==> src/rtl/frog_pkg.sv <==
// Shared types and the coordinate clamp used by the frog hop controller.
package frog_pkg;

  typedef enum logic [2:0] {DirNone, DirUp, DirDown, DirLeft, DirRight} dir_t;

  typedef enum logic [1:0] {StIdle, StHop, StCool} hop_state_t;

  typedef logic [10:0] coord_t;

  // Position intermediates: wide enough for coord + hop step + drift with sign.
  typedef logic signed [12:0] pos_t;

  function automatic coord_t clamp(input pos_t v, input pos_t lim);
    pos_t r;
    if (v < 0) begin
      r = '0;
    end else if (v > lim) begin
      r = lim;
    end else begin
      r = v;
    end
    return r[10:0];
  endfunction

endpackage

==> src/rtl/frog_hop_ctrl_if.sv <==
// Keyboard/game-control inputs and sprite/status outputs of the frog hop controller.
interface frog_hop_ctrl_if
  import frog_pkg::*;
#(
  parameter int unsigned NUM_LANES = 8,
  parameter int unsigned DRIFT_W   = 4
);

  logic                           timer_done;
  logic                           reset_position;
  logic                           jump;
  coord_t                         jumptoX;
  coord_t                         jumptoY;
  logic                           up;
  logic                           down;
  logic                           left;
  logic                           right;
  logic [NUM_LANES*DRIFT_W-1:0]   lane_speed;
  coord_t                         ObjectStartX;
  coord_t                         ObjectStartY;
  logic                           hopping;
  logic                           hop_done;
  logic                           edge_hit;
  logic [3:0]                     lane_idx;

  modport master (
    output timer_done, reset_position, jump, jumptoX, jumptoY,
    output up, down, left, right, lane_speed,
    input  ObjectStartX, ObjectStartY, hopping, hop_done, edge_hit, lane_idx
  );

  modport slave (
    input  timer_done, reset_position, jump, jumptoX, jumptoY,
    input  up, down, left, right, lane_speed,
    output ObjectStartX, ObjectStartY, hopping, hop_done, edge_hit, lane_idx
  );

endinterface

==> src/rtl/frog_lane_lookup.sv <==
// Maps the sprite centre row to a lane index and selects that lane's signed drift.
module frog_lane_lookup #(
  parameter int unsigned NUM_LANES = 8,
  parameter int unsigned LANE_Y0   = 40,
  parameter int unsigned LANE_H    = 40,
  parameter int unsigned DRIFT_W   = 4
) (
  input  logic [11:0]                    i_cy,
  input  logic [NUM_LANES*DRIFT_W-1:0]   i_lane_speed,
  output logic [3:0]                     o_lane_idx,
  output logic signed [DRIFT_W-1:0]      o_drift
);

  logic [31:0] w_cy32;

  assign w_cy32 = 32'(i_cy);

  // Lane bands are disjoint, so at most one compare in the chain matches.
  always_comb begin
    o_lane_idx = 4'hF;
    o_drift    = '0;
    for (int i = 0; i < int'(NUM_LANES); i++) begin
      if ((w_cy32 >= 32'(LANE_Y0 + i * LANE_H)) &&
          (w_cy32 <  32'(LANE_Y0 + (i + 1) * LANE_H))) begin
        o_lane_idx = 4'(i);
        o_drift    = i_lane_speed[i*DRIFT_W +: DRIFT_W];
      end
    end
  end

endmodule

==> src/rtl/frog_hop_ctrl.sv <==
// Grid-hopping frog position controller with per-lane drift, cooldown and a one-deep key buffer.
module frog_hop_ctrl
  import frog_pkg::*;
#(
  parameter int unsigned X_MAX      = 639,
  parameter int unsigned Y_MAX      = 479,
  parameter int unsigned SIZE       = 20,
  parameter int unsigned START_X    = 320,
  parameter int unsigned START_Y    = 440,
  parameter int unsigned HOP_STEP   = 20,
  parameter int unsigned HOP_FRAMES = 4,
  parameter int unsigned COOLDOWN   = 2,
  parameter int unsigned NUM_LANES  = 8,
  parameter int unsigned LANE_Y0    = 40,
  parameter int unsigned LANE_H     = 40,
  parameter int unsigned DRIFT_W    = 4
) (
  input logic            CLK,
  input logic            RESETn,
  frog_hop_ctrl_if.slave bus
);

  localparam pos_t        XLim    = pos_t'(X_MAX + 1 - SIZE);
  localparam pos_t        YLim    = pos_t'(Y_MAX + 1 - SIZE);
  localparam pos_t        StepPx  = pos_t'(HOP_STEP / HOP_FRAMES);
  localparam coord_t      StartX  = coord_t'(START_X);
  localparam coord_t      StartY  = coord_t'(START_Y);
  localparam int unsigned CntMax  = (HOP_FRAMES > COOLDOWN) ? HOP_FRAMES : COOLDOWN;
  localparam int unsigned CntW    = $clog2(CntMax + 1);
  localparam logic [CntW-1:0] HopLast = CntW'(HOP_FRAMES - 1);

  coord_t             r_x;
  coord_t             r_y;
  hop_state_t         r_state;
  dir_t               r_pend;
  dir_t               r_hop_dir;
  logic [CntW-1:0]    r_cnt;
  logic               r_hop_done;
  logic               r_edge_hit;

  dir_t                       w_dir;
  logic [11:0]                w_cy;
  logic [3:0]                 w_lane_idx;
  logic signed [DRIFT_W-1:0]  w_drift;
  pos_t                       w_drift_ext;
  pos_t                       w_dx;
  pos_t                       w_dy;
  pos_t                       w_pre_x;
  pos_t                       w_pre_y;
  logic                       w_edge;
  logic                       w_latch;

  assign w_cy = 12'(r_y) + 12'(SIZE / 2);

  frog_lane_lookup #(
    .NUM_LANES (NUM_LANES),
    .LANE_Y0   (LANE_Y0),
    .LANE_H    (LANE_H),
    .DRIFT_W   (DRIFT_W)
  ) u_lane_lookup (
    .i_cy         (w_cy),
    .i_lane_speed (bus.lane_speed),
    .o_lane_idx   (w_lane_idx),
    .o_drift      (w_drift)
  );

  always_comb begin
    w_dir = DirNone;
    if (bus.up) begin
      w_dir = DirUp;
    end else if (bus.down) begin
      w_dir = DirDown;
    end else if (bus.left) begin
      w_dir = DirLeft;
    end else if (bus.right) begin
      w_dir = DirRight;
    end
  end

  always_comb begin
    w_dx = '0;
    w_dy = '0;
    if (r_state == StHop) begin
      case (r_hop_dir)
        DirUp:    w_dy = -StepPx;
        DirDown:  w_dy = StepPx;
        DirLeft:  w_dx = -StepPx;
        DirRight: w_dx = StepPx;
        default:  ;
      endcase
    end
  end

  assign w_drift_ext = {{(13 - DRIFT_W){w_drift[DRIFT_W-1]}}, w_drift};
  assign w_pre_x     = pos_t'({2'b00, r_x}) + w_dx + w_drift_ext;
  assign w_pre_y     = pos_t'({2'b00, r_y}) + w_dy;
  assign w_edge      = ((w_pre_x < 0) || (w_pre_x > XLim)) && (w_drift_ext != '0);
  // Only the first key seen during a hop or cooldown is buffered.
  assign w_latch     = (w_dir != DirNone) && (r_pend == DirNone);

  always_ff @(posedge CLK or negedge RESETn) begin
    if (!RESETn) begin
      r_x        <= StartX;
      r_y        <= StartY;
      r_state    <= StIdle;
      r_pend     <= DirNone;
      r_hop_dir  <= DirNone;
      r_cnt      <= '0;
      r_hop_done <= 1'b0;
      r_edge_hit <= 1'b0;
    end else begin
      r_hop_done <= 1'b0;
      r_edge_hit <= 1'b0;
      if (bus.reset_position) begin
        r_x     <= StartX;
        r_y     <= StartY;
        r_state <= StIdle;
        r_pend  <= DirNone;
        r_cnt   <= '0;
      end else if (bus.jump) begin
        r_x     <= clamp(pos_t'({2'b00, bus.jumptoX}), XLim);
        r_y     <= clamp(pos_t'({2'b00, bus.jumptoY}), YLim);
        r_state <= StIdle;
        r_pend  <= DirNone;
        r_cnt   <= '0;
      end else if (bus.timer_done) begin
        r_x        <= clamp(w_pre_x, XLim);
        r_y        <= clamp(w_pre_y, YLim);
        r_edge_hit <= w_edge;
        case (r_state)
          StIdle: begin
            if ((r_pend != DirNone) || (w_dir != DirNone)) begin
              r_hop_dir <= (r_pend != DirNone) ? r_pend : w_dir;
              r_cnt     <= '0;
              r_pend    <= DirNone;
              r_state   <= StHop;
            end
          end
          StHop: begin
            if (w_latch) r_pend <= w_dir;
            if (r_cnt == HopLast) begin
              r_hop_done <= 1'b1;
              r_cnt      <= '0;
              r_state    <= StCool;
            end else begin
              r_cnt <= r_cnt + 1'b1;
            end
          end
          StCool: begin
            if (w_latch) r_pend <= w_dir;
            if ((32'(r_cnt) + 32'd1) >= 32'(COOLDOWN)) begin
              r_cnt   <= '0;
              r_state <= StIdle;
            end else begin
              r_cnt <= r_cnt + 1'b1;
            end
          end
          default: r_state <= StIdle;
        endcase
      end
    end
  end

  assign bus.ObjectStartX = r_x;
  assign bus.ObjectStartY = r_y;
  assign bus.hopping      = (r_state == StHop);
  assign bus.hop_done     = r_hop_done;
  assign bus.edge_hit     = r_edge_hit;
  assign bus.lane_idx     = w_lane_idx;

endmodule

==> src/flat_wrapper.sv <==
// flat-port wrapper written by rule: the top's interface ports become plain ports
module frog_hop_ctrl_flat import frog_pkg::*;
#(
  parameter int unsigned X_MAX      = 639,
  parameter int unsigned Y_MAX      = 479,
  parameter int unsigned SIZE       = 20,
  parameter int unsigned START_X    = 320,
  parameter int unsigned START_Y    = 440,
  parameter int unsigned HOP_STEP   = 20,
  parameter int unsigned HOP_FRAMES = 4,
  parameter int unsigned COOLDOWN   = 2,
  parameter int unsigned NUM_LANES  = 8,
  parameter int unsigned LANE_Y0    = 40,
  parameter int unsigned LANE_H     = 40,
  parameter int unsigned DRIFT_W    = 4
)
  (CLK, RESETn, bus_timer_done, bus_reset_position, bus_jump, bus_jumptoX, bus_jumptoY, bus_up, bus_down, bus_left, bus_right, bus_lane_speed, bus_ObjectStartX, bus_ObjectStartY, bus_hopping, bus_hop_done, bus_edge_hit, bus_lane_idx);
  frog_hop_ctrl_if #(.NUM_LANES(NUM_LANES), .DRIFT_W(DRIFT_W)) bus_i ();
  input logic CLK;
  input logic RESETn;
  input wire logic [$bits(bus_i.timer_done)-1:0] bus_timer_done;
  input wire logic [$bits(bus_i.reset_position)-1:0] bus_reset_position;
  input wire logic [$bits(bus_i.jump)-1:0] bus_jump;
  input wire logic [$bits(bus_i.jumptoX)-1:0] bus_jumptoX;
  input wire logic [$bits(bus_i.jumptoY)-1:0] bus_jumptoY;
  input wire logic [$bits(bus_i.up)-1:0] bus_up;
  input wire logic [$bits(bus_i.down)-1:0] bus_down;
  input wire logic [$bits(bus_i.left)-1:0] bus_left;
  input wire logic [$bits(bus_i.right)-1:0] bus_right;
  input wire logic [$bits(bus_i.lane_speed)-1:0] bus_lane_speed;
  output wire logic [$bits(bus_i.ObjectStartX)-1:0] bus_ObjectStartX;
  output wire logic [$bits(bus_i.ObjectStartY)-1:0] bus_ObjectStartY;
  output wire logic [$bits(bus_i.hopping)-1:0] bus_hopping;
  output wire logic [$bits(bus_i.hop_done)-1:0] bus_hop_done;
  output wire logic [$bits(bus_i.edge_hit)-1:0] bus_edge_hit;
  output wire logic [$bits(bus_i.lane_idx)-1:0] bus_lane_idx;
  assign bus_i.timer_done = bus_timer_done;
  assign bus_i.reset_position = bus_reset_position;
  assign bus_i.jump = bus_jump;
  assign bus_i.jumptoX = bus_jumptoX;
  assign bus_i.jumptoY = bus_jumptoY;
  assign bus_i.up = bus_up;
  assign bus_i.down = bus_down;
  assign bus_i.left = bus_left;
  assign bus_i.right = bus_right;
  assign bus_i.lane_speed = bus_lane_speed;
  assign bus_ObjectStartX = bus_i.ObjectStartX;
  assign bus_ObjectStartY = bus_i.ObjectStartY;
  assign bus_hopping = bus_i.hopping;
  assign bus_hop_done = bus_i.hop_done;
  assign bus_edge_hit = bus_i.edge_hit;
  assign bus_lane_idx = bus_i.lane_idx;
  frog_hop_ctrl #(.X_MAX(X_MAX), .Y_MAX(Y_MAX), .SIZE(SIZE), .START_X(START_X), .START_Y(START_Y), .HOP_STEP(HOP_STEP), .HOP_FRAMES(HOP_FRAMES), .COOLDOWN(COOLDOWN), .NUM_LANES(NUM_LANES), .LANE_Y0(LANE_Y0), .LANE_H(LANE_H), .DRIFT_W(DRIFT_W)) u_core (.CLK(CLK), .RESETn(RESETn), .bus(bus_i));
endmodule
==> config.mk <==
export PLATFORM = sky130hd
export DESIGN_NAME = frog_hop_ctrl_flat
export DESIGN_NICKNAME = d
export VERILOG_FILES = /design/src/rtl/frog_pkg.sv /design/src/rtl/frog_hop_ctrl_if.sv /design/src/rtl/frog_lane_lookup.sv /design/src/rtl/frog_hop_ctrl.sv /design/src/flat_wrapper.sv
export SDC_FILE = /design/constraint.sdc
export NUM_CORES = 1
export LEC_CHECK = 0
export BUFFER_PORTS_ARGS = -buffer_cell sky130_fd_sc_hd__buf_2
export CORE_ASPECT_RATIO = 0.6
export CORE_MARGIN = 2
export CORE_UTILIZATION = 55
export DETAILED_ROUTE_END_ITERATION = 8
export PLACE_DENSITY = 0.8
export SKIP_CTS_REPAIR_TIMING = 1
export SLEW_MARGIN = 20
export SYNTH_ARGS = -nofsm -noshare
export SYNTH_HDL_FRONTEND = slang
export SYNTH_HIERARCHICAL = 1
export SYNTH_SLANG_ARGS = --single-unit
export TNS_END_PERCENT = 5
==> constraint.sdc <==
create_clock -name CLK -period 18 [get_ports CLK]
set_input_delay 0.9 -clock CLK [delete_from_list [all_inputs] [get_ports CLK]]
set_output_delay 0.9 -clock CLK [all_outputs]
set_load 0.005 [all_outputs]
## Yosys cells after proc, flatten, opt, wreduce, memory -nomap -nowiden

Index checks and enable logic that the tools add are counted.

- Bits of input ports: 63
- Word-level logic and storage cells: 139
- Bits in registers: 35
- Output and inout bits: 29

- Equal/unequal tests: 11
- Bitwise gates (word level): 2
- Magnitude comparators: 23
- Muxes and demuxes: 64
- Add/subtract/negate cells: 6
- Reduce and logical (&&, ||, !) cells: 25

Operators by type and width:

| operator | count |
|---|---|
| $mux 11 | 12 |
| $mux 4 | 16 |
| $pmux 13 s2 | 2 |
| $mux 3 | 15 |
| $ge 12x8->1 const B | 3 |
| $lt 12x8->1 const B | 3 |
| $lt 12x9->1 const B | 3 |
| $ge 32x2->1 const B | 1 |
| $add 12x13->13 | 2 |
| $lt 13x1->1 const B | 2 |
| $mux 13 | 2 |
| $ge 12x7->1 const B | 2 |
| $ge 12x9->1 const B | 2 |
| $lt 12x7->1 const B | 2 |
| $add 13x4->13 | 1 |
| $gt 13x10->1 const B | 1 |
| $gt 13x11->1 const B | 1 |
| $reduce_bool 13->1 | 1 |
| $add 11x4->12 const B | 1 |
| $ge 12x6->1 const B | 1 |
| $mux 2 | 6 |
| $ne 4x3->1 const B | 3 |
| $gt 11x10->1 const B | 1 |
| $gt 11x9->1 const B | 1 |
| 24 further kinds | 47 |

## Longest topological paths before layout

- Depth after elaboration: 18
- Mapped depth: 23
- Depth with buffers taken out: 22

## Hierarchy

The synthesis kept the hierarchy.

Modules (own cells, without submodules):

| module | instances | cells each | seq. area each (sq um) | area an instance (sq um) |
|---|---|---|---|---|
| frog_hop_ctrl | 1 | 446 | 884.6 | 3782.4 |
| frog_lane_lookup | 1 | 122 | 0.0 | 783.3 |

## Worst setup path before layout

Ideal clock, no wire load.

- Kind: flip-flop to flip-flop
- Start point: register u_core.r_y[3], in the netlist u_core/bus.ObjectStartY[3]
- End point: register u_core.r_x[0], in the netlist u_core/bus.ObjectStartX[0]
- Setup time: 0.138 ns
- Data arrival time: 5.959 ns
- Path buffers: 1
- Clock period less this slack: 6.097 ns
- Required time: 17.862 ns
- Setup slack: 11.903 ns
- Cell stages (with the launch flop): 20
- Path through: dfstp_2 -> a21oi_1 -> nor2_1 -> nand3_1 -> xnor2_1 -> buf_6 -> nor4_4 -> nand2b_2 -> a2111oi_4 -> a221oi_1 -> o32ai_1 -> fa_1 -> ha_1 -> a21o_1 -> a21o_1 -> a21o_1 -> or2_1 -> a311o_1 -> o211ai_1 -> o21ai_0

- Word-level cells in the longest chain between the ends: 18
- Elaborated cells on any way between the ends: 41
- Those cells by class: 2 x add/sub; 18 x order compare; 13 x mux; 8 x reduce/logical

Ends and longest elaborated chain:

| item | RTL line | source |
|---|---|---|
| start, declared | frog_hop_ctrl.sv:33 | `coord_t r_y;` |
| start signal, assigned | frog_hop_ctrl.sv:104 | `r_y <= StartY;` |
| start signal, assigned | frog_hop_ctrl.sv:116 | `r_y <= StartY;` |
| start signal, assigned | frog_hop_ctrl.sv:122 | `r_y <= clamp(pos_t'({2'b00, bus.jumptoY}), YLim);` |
| $add 11x4->12 (*) | frog_hop_ctrl.sv:53 | `assign w_cy = 12'(r_y) + 12'(SIZE / 2);` |
| net u_core.w_cy[8] | frog_hop_ctrl.sv:42 | `logic [11:0] w_cy;` |
| $ge 12x6->1 or $lt 12x7->1 (tied branches) | frog_lane_lookup.sv:23, frog_lane_lookup.sv:24 |  |
| $logic_and 1x1->1 | frog_lane_lookup.sv:23 | `if ((w_cy32 >= 32'(LANE_Y0 + i * LANE_H)) &&` |
| $mux 4 (7 in series) | frog_lane_lookup.sv:23 |  |
| $mux 4 (*) | frog_lane_lookup.sv:23 |  |
| net u_core.w_drift[3] | frog_hop_ctrl.sv:44 | `logic signed [DRIFT_W-1:0] w_drift;` |
| $add 13x4->13 (*) | frog_hop_ctrl.sv:95 | `assign w_pre_x = pos_t'({2'b00, r_x}) + w_dx + w_drift_ext;` |
| $gt 13x11->1 | frog_pkg.sv:17 | `end else if (v > lim) begin` |
| $mux 11 | frog_pkg.sv:17 |  |
| $mux 11 (*) | frog_pkg.sv:15 | `if (v < 0) begin` |
| $mux 11 (*) | frog_hop_ctrl.sv:126 | `end else if (bus.timer_done) begin` |
| $mux 11 (*) | frog_hop_ctrl.sv:120 | `end else if (bus.jump) begin` |
| $mux 11 (*) | frog_hop_ctrl.sv:114 | `if (bus.reset_position) begin` |
| end signal, assigned | frog_hop_ctrl.sv:115 | `r_x <= StartX;` |
| end signal, assigned | frog_hop_ctrl.sv:121 | `r_x <= clamp(pos_t'({2'b00, bus.jumptoX}), XLim);` |
| end signal, assigned | frog_hop_ctrl.sv:127 | `r_x <= clamp(w_pre_x, XLim);` |
| end, declared | frog_hop_ctrl.sv:32 | `coord_t r_x;` |

Mark *: on every way through the listed nets, which the timed path passes. The rest lies on a longest branch. The select of a mux whose other input is x is not followed.
A chain may end at the register's enable or synchronous reset.

## Final worst setup path

- Start point: register u_core.r_y[3], in the netlist u_core/bus.ObjectStartY[3]
- End point: register u_core.r_x[1], in the netlist u_core/bus.ObjectStartX[1]

The elaborated chain is that of the path after synthesis.

==> results.cfg <==
[run_status]
outcome = complete, no violations

[sta]
setup-tns-final_ps = 0
fmax_mhz = 156
rsz0062_at_grt = false
finalClockSkew_ps = 5.40
slew_headroom = 0.292
final_max_slew_viol_count = 0
setup-violations-final = 0
hold_slack_ps = 520
finalHoldViolations = 0
period_share = 0.356
worst_pin_slew_ps = 1050
fin_crit_ps = 6410

[power]
p_per_area_nw_per_um2 = 144
p_leak_uw = 0.00249
vdd_drop_max_mv = 0.0840

[routing]
drc = 0
initialDrtViolationCount = 710
wl_um = 15200
drtPass1Iterations = 5
postRouteAntennaNets = 0
vias = 5029
routedWlPerCell_um = 20.1
vias_per_cell = 6.66

[placement]
hpwl_um = 12300
routabilityCongestion = 1.05
port-buffer-count = 91

[synthesis]
avgSynthCellArea_um2 = 8.04
ys_seq_area_frac = 0.194
synth.distinct_cells = 83
synth.top_cells.by_count = nand2_1, nor2_1, a21oi_1
ys.flop_type = dfrtp_1
synth_area_um2 = 4570
synth_top_area_frac = 0.153
yosysTopAreaCell = dfrtp_1
syn_nets = 678
synth_edf_count = 0
syn_inst = 568
ys_ff_latch = 35
synth.yosys.warnings = 6
synth_area_leaders = dfrtp_1, ha_1, fa_1
synth.most_common_cell = nand2_1
async_flop_share = 1.00

[floorplan]
core_area_um2 = 7980
pin_count = 92
die_w_um = 122
die_area_um2 = 9070
num_rows = 25
die_h_um = 74.6
start_util = 0.572

[worst_setup_path]
crit_type = flop to flop
cp-end-kind = flop
worstPathRequired_ps = 18140
cp-start-kind = flop
worstPathMaxFanout = 13
cp.arrival_ps = 6540

[worst_hold_path]
min_path_type = flop to flop

[finish]
drive_gt1_frac = 0.210
final_nets = 756
fill_cells = 664
ff_latch_area_um2 = 885
multi_input_area_um2 = 3440
syn_to_final_growth_pct = 14.7
antenna_cells = 0

[global_route]
grt_pass1_vias = 4572
grt_pass1_wl_um = 23600
antenna_found_initial = 0
grt_usage = 0.340
grt_max_degree = 36
overflow = 0

[clock_network]
h-tree-depth = 2
cts.sinks = 35
clock_latency_ps = 280
cts_buffers = 5
root_buffer = clkbuf_16
clkTransAtPathRegs_ps = 60
clk_path_buf_depth = 2
cts_tree = yes

[flow_run]
drv_cap = 0
[report_power, final]
part	leakage, uW	total, uW	switching (uW)	internal [uW]
combinational	0.00198	548	336	212
clock	0.0000669	84.3	33.2	51.0
sequential	0.000446	121	25.3	96.1
total	0.00249	754	394	359
[critical path: stages (launching register included)]
cell and delay, ps:
dfstp_2 590, a21oi_1 90, nor2_1 250, nand3_1 130
xnor2_1 300, nor4_4 710, nand2b_2 190, a2111oi_4 400
a211oi_1 130, o32ai_1 370, inv_1 110, fa_1 510
inv_1 40, ha_1 210, fa_1 390, a21o_1 210
a2bb2oi_1 260, nor2b_1 290, mux2i_1 210, o211ai_1 180
o211ai_1 480, o21ai_0 190
[flip-flops by register name (all words and copies together) (netlist names)]
register and count:
u_core/bus.edge_hit 1, u_core/bus.hop_done 1, u_core/bus.ObjectStartX 11, u_core/r_state 2
u_core/bus.ObjectStartY 11, u_core/r_pend 3, u_core/r_cnt 3, u_core/r_hop_dir 3
[kinds of logic after synthesis]
kind of cell,after synthesis,share of synthesized area
xor gates and xnor gates,22,0.0422
DFF,35,0.194
and+or+nand+nor,209,0.241
buffers and inverters,60,0.0545
adders and majority gates,48,0.154
muxes,8,0.0186
AOI/OAI and AO/OA,186,0.296
[final timing paths]
check	to	from	slack [ps]	depth (start not counted)
min	u_core/r_pend[1]	u_core/r_pend[1]	520	2
max in group asynchronous	u_core/bus.edge_hit	RESETn	16770	1
min in group asynchronous	u_core/r_state[0]	RESETn	710	1
max	u_core/bus.ObjectStartX[1]	u_core/bus.ObjectStartY[3]	11590	21
min reg2reg	u_core/r_pend[1]	u_core/r_pend[1]	520	2
max reg2reg	u_core/bus.ObjectStartX[1]	u_core/bus.ObjectStartY[3]	11590	21
[final cells by class]
type                    count  area share
clock buffers               6      0.0246
multi-input cells         473       0.657
repair buffers             98      0.0970
well taps                 108      0.0258
clock inverters             2     0.00239
flip-flops and latches     35       0.169
inverters                  33      0.0246
[layer usage]
metal	GRT usage	routed length, um	vias up
li1	-	-	2281
met1	0.497	6880	2379
met2	0.470	5920	351
met3	0.146	2260	18
met4	0.0549	140	0
met5	0	0	-
[per-stage QoR]
step	std cells	power, uW	utilization	setup WS (ps)	cell area, um^2
after floorplan	568	493	-	11900	4570
after global placement	747	635	0.639	11950	5100
after detailed placement	747	641	0.639	11640	5100
after CTS	755	731	0.657	11660	5240
after global routing	755	802	0.657	11170	5240
final	755	754	0.657	11590	5240
[cell usage in the layout, fill, tap and decap left out, drive strengths merged, types with 10 or more instances in the layout]
cell type	count
a21o	10
a21oi	34
a2bb2oi	10
buf	98
dfrtp	28
fa	14
ha	33
inv	32
nand2	48
nand3	13
nor2	43
nor2b	13
nor3	29
o211ai	11
o21ai	34
or2	10
xnor2	14
(Power assumes the default switching activity.)
